$ cat config.mk
export PLATFORM = sky130hd
export DESIGN_NAME = noc_input_buffer
export DESIGN_NICKNAME = d
export VERILOG_FILES = /design/src/rtl/noc_input_buffer.sv
export SDC_FILE = /design/constraint.sdc
export NUM_CORES = 1
export LEC_CHECK = 0
export ABC_AREA = 1
export CAP_MARGIN = 30
export CORE_ASPECT_RATIO = 0.6
export CORE_MARGIN = 2
export CORE_UTILIZATION = 60
export CTS_CLUSTER_SIZE = 10
export DETAILED_ROUTE_END_ITERATION = 10
export PLACE_DENSITY = 0.85
export RECOVER_POWER = 50
export REMOVE_ABC_BUFFERS = 1
export SLEW_MARGIN = 30
export SYNTH_ARGS = -nofsm -noshare
export SYNTH_HDL_FRONTEND = slang
export SYNTH_SLANG_ARGS = --single-unit
$ cat constraint.sdc
create_clock -name clk -period 12.8 [get_ports clk]
set_clock_uncertainty 0.1 [all_clocks]
set_input_delay 3.84 -clock clk [delete_from_list [all_inputs] [get_ports clk]]
set_output_delay 3.84 -clock clk [all_outputs]
set_load 0.01 [all_outputs]
$ cat src/rtl/noc_input_buffer.sv
// Per-direction NoC router input buffer.
// Checks packet framing on the write side and drops malformed flits.
// It holds accepted flits in a FIFO and presents the head flit to the arbiter and crossbar.
//
// Handshake: a flit transfers on a posedge where in_valid && in_ready.
// in_ready depends only on the stored occupancy and never on grant.
// Every transferred flit is either enqueued or dropped, and a dropped flit still completes its transfer.
// A pop happens on a posedge where grant && req.
module noc_input_buffer #(
   parameter int FLIT_W = 32,
   parameter int DEPTH  = 8,
   parameter int DROP_W = 8
) (
   input  logic                       clk,
   input  logic                       rst,
   input  logic                       in_valid,
   input  logic [FLIT_W-1:0]          in_flit,
   output logic                       in_ready,
   input  logic                       grant,
   output logic                       req,
   output logic [2:0]                 flit_id,
   output logic [11:0]                length,
   output logic [FLIT_W-1:0]          out_flit,
   output logic [$clog2(DEPTH):0]     count,
   output logic [DROP_W-1:0]          drop_cnt,
   output logic                       wr_state_dbg
);

   localparam int PTR_W = $clog2(DEPTH);
   localparam int CNT_W = PTR_W + 1;
   localparam logic [CNT_W-1:0] FULL_CNT = CNT_W'(DEPTH);

   localparam logic [2:0] ID_HDR  = 3'b001;
   localparam logic [2:0] ID_BODY = 3'b010;
   localparam logic [2:0] ID_TAIL = 3'b100;

   typedef enum logic {
      W_IDLE = 1'b0,
      W_PKT  = 1'b1
   } wr_state_e;

   wr_state_e          state_q, state_d;
   logic [PTR_W-1:0]   wr_ptr_q, wr_ptr_d;
   logic [PTR_W-1:0]   rd_ptr_q, rd_ptr_d;
   logic [CNT_W-1:0]   count_q, count_d;
   logic [DROP_W-1:0]  drop_cnt_q, drop_cnt_d;
   logic [FLIT_W-1:0]  mem_q [DEPTH];
   logic [FLIT_W-1:0]  mem_d [DEPTH];

   logic        accept;
   logic        push;
   logic        drop;
   logic        pop;
   logic        empty;
   logic [2:0]  in_id;
   logic [FLIT_W-1:0] head;

   assign in_id    = in_flit[FLIT_W-1 -: 3];
   assign empty    = (count_q == '0);
   assign in_ready = (count_q < FULL_CNT);
   assign accept   = in_valid && in_ready;
   assign pop      = grant && !empty;

   // Framing FSM: decide whether an accepted flit is enqueued or dropped
   always_comb begin
      state_d = state_q;
      push    = 1'b0;
      drop    = 1'b0;
      unique case (state_q)
         W_IDLE: begin
            if (accept) begin
               if (in_id == ID_HDR) begin
                  push    = 1'b1;
                  state_d = W_PKT;
               end else begin
                  drop = 1'b1;
               end
            end
         end
         W_PKT: begin
            if (accept) begin
               if (in_id == ID_BODY) begin
                  push = 1'b1;
               end else if (in_id == ID_TAIL) begin
                  push    = 1'b1;
                  state_d = W_IDLE;
               end else begin
                  drop = 1'b1;
               end
            end
         end
         default: state_d = W_IDLE;
      endcase
   end

   // FIFO pointers, occupancy, storage and saturating drop counter next-state
   always_comb begin
      wr_ptr_d   = wr_ptr_q;
      rd_ptr_d   = rd_ptr_q;
      count_d    = count_q;
      drop_cnt_d = drop_cnt_q;
      mem_d      = mem_q;
      if (push) begin
         mem_d[wr_ptr_q] = in_flit;
         wr_ptr_d        = wr_ptr_q + PTR_W'(1);
      end
      if (pop) begin
         rd_ptr_d = rd_ptr_q + PTR_W'(1);
      end
      unique case ({push, pop})
         2'b10:   count_d = count_q + CNT_W'(1);
         2'b01:   count_d = count_q - CNT_W'(1);
         default: count_d = count_q;
      endcase
      if (drop && (drop_cnt_q != {DROP_W{1'b1}})) begin
         drop_cnt_d = drop_cnt_q + DROP_W'(1);
      end
   end

   // Control registers; reset empties the FIFO and abandons any partial packet
   always_ff @(posedge clk) begin
      if (rst) begin
         state_q    <= W_IDLE;
         wr_ptr_q   <= '0;
         rd_ptr_q   <= '0;
         count_q    <= '0;
         drop_cnt_q <= '0;
      end else begin
         state_q    <= state_d;
         wr_ptr_q   <= wr_ptr_d;
         rd_ptr_q   <= rd_ptr_d;
         count_q    <= count_d;
         drop_cnt_q <= drop_cnt_d;
      end
   end

   // Flit storage; contents are only visible through a valid head, so no reset needed
   always_ff @(posedge clk) begin
      mem_q <= mem_d;
   end

   // Head presentation is combinational from the read pointer and is forced to zero when empty
   assign head         = mem_q[rd_ptr_q];
   assign req          = !empty;
   assign out_flit     = empty ? '0 : head;
   assign flit_id      = out_flit[FLIT_W-1 -: 3];
   assign length       = out_flit[11:0];
   assign count        = count_q;
   assign drop_cnt     = drop_cnt_q;
   assign wr_state_dbg = state_q;

endmodule

==> reports/summary.md <==
Post-route minimum period: 7.69 ns. In this run switching power makes up 31.9% of total power. The first global-routing pass estimated 38600 µm of wire.

The tools report the hold violation count in the final report as 0. Walking the worst path, the cells encountered are clkinv_2, buf_4, o21ai_0, o211ai_1, nand2_1, nor2_1, clkdlybuf4s50_1. The slew at the pin closest to its max-slew limit works out to 1.25 ns.

The critical path is of the flop to output pin type. The number of sinks driven by the clock tree is 275. Cell internal power was estimated by the tool at 1.80 mW. TritonCTS built the clock tree. The maximum clock frequency is 130 MHz. In the synthesized netlist, the cells that appear most often are 256 x sky130_fd_sc_hd__edfxtp_1, 253 x sky130_fd_sc_hd__nor2_1, 130 x sky130_fd_sc_hd__o21ai_0, 76 x sky130_fd_sc_hd__nand2_1. By area the synthesized netlist is led by sky130_fd_sc_hd__edfxtp_1 68%, sky130_fd_sc_hd__nor2_1 8.4%, sky130_fd_sc_hd__o21ai_0 5.8%, sky130_fd_sc_hd__dfxtp_1 3.4%, sky130_fd_sc_hd__nand2_1 2.5%. Once detail routing completed, the nets flagged for antenna violations numbered 0. In the final timing run, aggregate negative setup slack is 0 ns.

Dividing the detail-routed via count by the number of cells gives 5.93. Clock tree synthesis selected as its root buffer the cell sky130_fd_sc_hd__clkbuf_16. In this run the post-CTS setup repair buffer count came out at 0. After synthesis, flip-flops and latches occupy 71.5% of the total area. Per report_power, the combinational group accounts for 31.4% of the total. The number of nets at the end of the flow is 1070. The tools report the max-cap check violation count as 0.

Setup repair after global routing left no endpoint under its margin. The first TritonRoute pass finished after 5 iterations. After layout, the design draws a total of 2.64 mW. Dividing the synthesized area by the synthesized cell count gives 11.9 µm².

Counting along the longest clock path gives a buffer depth of 3. After detailed routing, the total wire length is 25300 µm. Setup violations remaining at the end of the flow were counted as 0.

The total via count in the routed design came out at 7665. The critical path's largest stage delay was 0.73 ns. From synthesis to final layout, the design area changed by 17.5%. The initialized floorplan defines 38 standard-cell rows. The run gives 3.75 ns as the signal arrival time at the worst endpoint.

TritonCTS created 31 clock buffers. Gate count after technology mapping: 950. The number of hold-repair buffers added at the cts stage is 0, and the fraction of registers with async set or reset after synthesis is 0%.

For the leakage power summed over all cells, the log shows 4.57 nW. The flow ran to the end, and the final reports show no timing, DRC or antenna violations. The fraction of the core area covered by cells at the end of the flow is 72.6%.

For the number of design-rule violations left by the first detailed-router iteration, the log shows 842. The worst hold path belongs to the class flop to flop. Clock-pin slew was measured on the worst setup and hold paths at 0.05 ns. IR analysis of the VDD net gives a maximum drop of 139 µV. The type of element capturing the critical path was an output pin.

The worst max-slew margin expressed relative to the limit is 16.3%, and the core footprint is 18300 µm². During synthesis, Yosys emitted a total of 0 warnings. In this run the vertical extent of the chip is 110 µm. The finished cells cover 13300 µm². The number of library cell types mapped by synthesis came out at 29. The I/O pin count is 98, and the pin count of the biggest net entering global routing is 98. At the end of routability-driven placement, the weighted congestion stood at 0.783.

For this design the ratio of total power to cell area is 199 nW/µm². The maximum fanout count along the critical path works out to 80. The most frequently used cell type in the post-synthesis netlist was sky130_fd_sc_hd__edfxtp_1. The cell area that synthesis handed to floorplanning was 11300 µm². The proportion of layout cells with a drive suffix above 1 was 5.98%; the count of H-tree levels built during CTS was 1. The critical path data required time was 8.86 ns. Cell accounting for the most synthesized area: sky130_fd_sc_hd__edfxtp_1. In this run the tool buffered the top-level ports with 97 buffer cells. The run gives 0 as the number of max-slew violations in the final report. In this run, flip-flops and latches consume 38.8% of the power. The power share of the clock group is 29.8%, and the remaining global-route overflow is 0. The die outline area is 20000 µm², and the effective utilization at floorplan is 61.8%.

In this run the power spent charging and discharging nets is 0.841 mW. The number of cells upsized or downsized after cts is 0, and the width of the die is 181 µm. Summed over all nets, the half-perimeter wirelength after detailed placement is 13500 µm. On the critical path, the stage with the largest delay is an instance of sky130_fd_sc_hd__dfxtp_4.

Number of synthesized register bits: 275. For this run, the total global-route usage over all layers was measured as 25.4%. The via count of the first global-routing pass was 7307; the share of the synthesized area in the top cell type was 68.1%.

The number of antenna diodes in the final layout is 0. In the routed design, unresolved DRC markers number 0. The initial antenna violation count is 0, and the final critical-path share of the clock period is 60.0%. Counting flops with a built-in enable in the synthesized netlist gives 256. Among all flip-flop cells after synthesis, the most frequent one is sky130_fd_sc_hd__edfxtp_1. The worst setup path is launched from a flop. The run gives 0.56 ns as the insertion delay of the later-clocked pin in the worst-skew pair. Average detailed-routed wire length per instance: 19.5 µm. Once placement finished, the instance area stood at 12400 µm².

Hold timing on the final database bottoms out at a slack of 0.402 ns.
[worst max-delay path: cells and delay by family, from the launching register on]
kind,cells,cell delay [ns]
buf+inv,3,1.76
simple gates,2,0.15
flops,1,0.73
compound gates,2,0.48
[layout make-up]
cell class / instances / area [µm²]
Clock buffer: 56 / 870
Clock inverter: 2 / 15.0
Fill cell: 1170 / 5000
Inverter: 28 / 106
Multi-Input combinational cell: 579 / 2720
Sequential cell: 275 / 8070
Tap cell: 240 / 300
Timing Repair Buffer: 113 / 1170
[registers in the layout (all words and copies together) (netlist names)]
register / count
drop_cnt: 8
count: 4
rd_ptr_q: 3
wr_ptr_q: 3
mem_q: 256
wr_state_dbg: 1
[final timing paths]
| check | to | from | slack [ns] | cells after the start |
|---|---|---|---|---|
| setup / recovery | out_flit[26] | rd_ptr_q[0]$_SDFFE_PP0P_ | 5.11 | 7 |
| hold / removal | wr_ptr_q[0]$_SDFFE_PP0P_ | wr_ptr_q[0]$_SDFFE_PP0P_ | 0.40 | 2 |
| setup reg to reg | mem_q[38]$_DFFE_PP_ | wr_state_dbg$_SDFF_PP0_ | 9.78 | 7 |
| hold reg to reg | wr_ptr_q[0]$_SDFFE_PP0P_ | wr_ptr_q[0]$_SDFFE_PP0P_ | 0.40 | 2 |
[placed cells by master (no fill, tap or decap), types with 2 or more instances in the layout]
master	n
sky130_fd_sc_hd__xor2_1	2
sky130_fd_sc_hd__nor3_2	4
sky130_fd_sc_hd__o21ai_1	4
sky130_fd_sc_hd__xnor2_1	3
sky130_fd_sc_hd__clkbuf_1	25
sky130_fd_sc_hd__buf_8	3
sky130_fd_sc_hd__clkdlybuf4s50_1	49
sky130_fd_sc_hd__o211ai_1	32
sky130_fd_sc_hd__buf_4	10
sky130_fd_sc_hd__nand2_1	77
sky130_fd_sc_hd__o21ai_0	130
sky130_fd_sc_hd__dlygate4sd3_1	48
sky130_fd_sc_hd__buf_16	3
sky130_fd_sc_hd__a21oi_1	14
sky130_fd_sc_hd__nor2_1	252
sky130_fd_sc_hd__edfxtp_1	256
sky130_fd_sc_hd__inv_1	26
sky130_fd_sc_hd__dfxtp_1	16
sky130_fd_sc_hd__o22ai_1	32
sky130_fd_sc_hd__clkbuf_16	31
sky130_fd_sc_hd__ha_1	6
sky130_fd_sc_hd__nand3_1	12
sky130_fd_sc_hd__nand4_1	3
sky130_fd_sc_hd__nor3_1	2
sky130_fd_sc_hd__dfxtp_2	2
[per-layer routing]
layer	routed length, µm	track usage, %	up-vias
met5	0	0	-
met4	470	8.30	0
met3	2490	4.96	50
met2	11800	41.5	415
met1	10500	35.1	3675
li1	-	-	3525
[kinds of logic after synthesis]
| family | share of synthesized area [%] |
|---|---|
| DFF | 71.5 |
| xor gates and xnor gates | 0.388 |
| AOI/OAI and AO/OA | 10.5 |
| buffers and inverters | 4.67 |
| adders and majority gates | 0.665 |
| and+or+nand+nor | 12.2 |
[stage by stage]
step	std cells	worst slack, ns
after detailed placement	1235	5.76
final	1293	5.11
after global routing	1293	4.94
after CTS	1293	5.17
after global placement	1229	5.92
after floorplan	882	4.74
[power groups by stage]
stage	Clock [mW]	Combinational [mW]	Sequential (mW)
finish	0.786	0.829	1.03
CTS	0.794	0.833	1.02
global placement	0	0.795	1.04
detailed placement	0	0.823	1.04
global route	0.832	0.904	1.03
floorplan	0	0.397	1.07
Note: power is estimated with default switching activity, not from simulation.
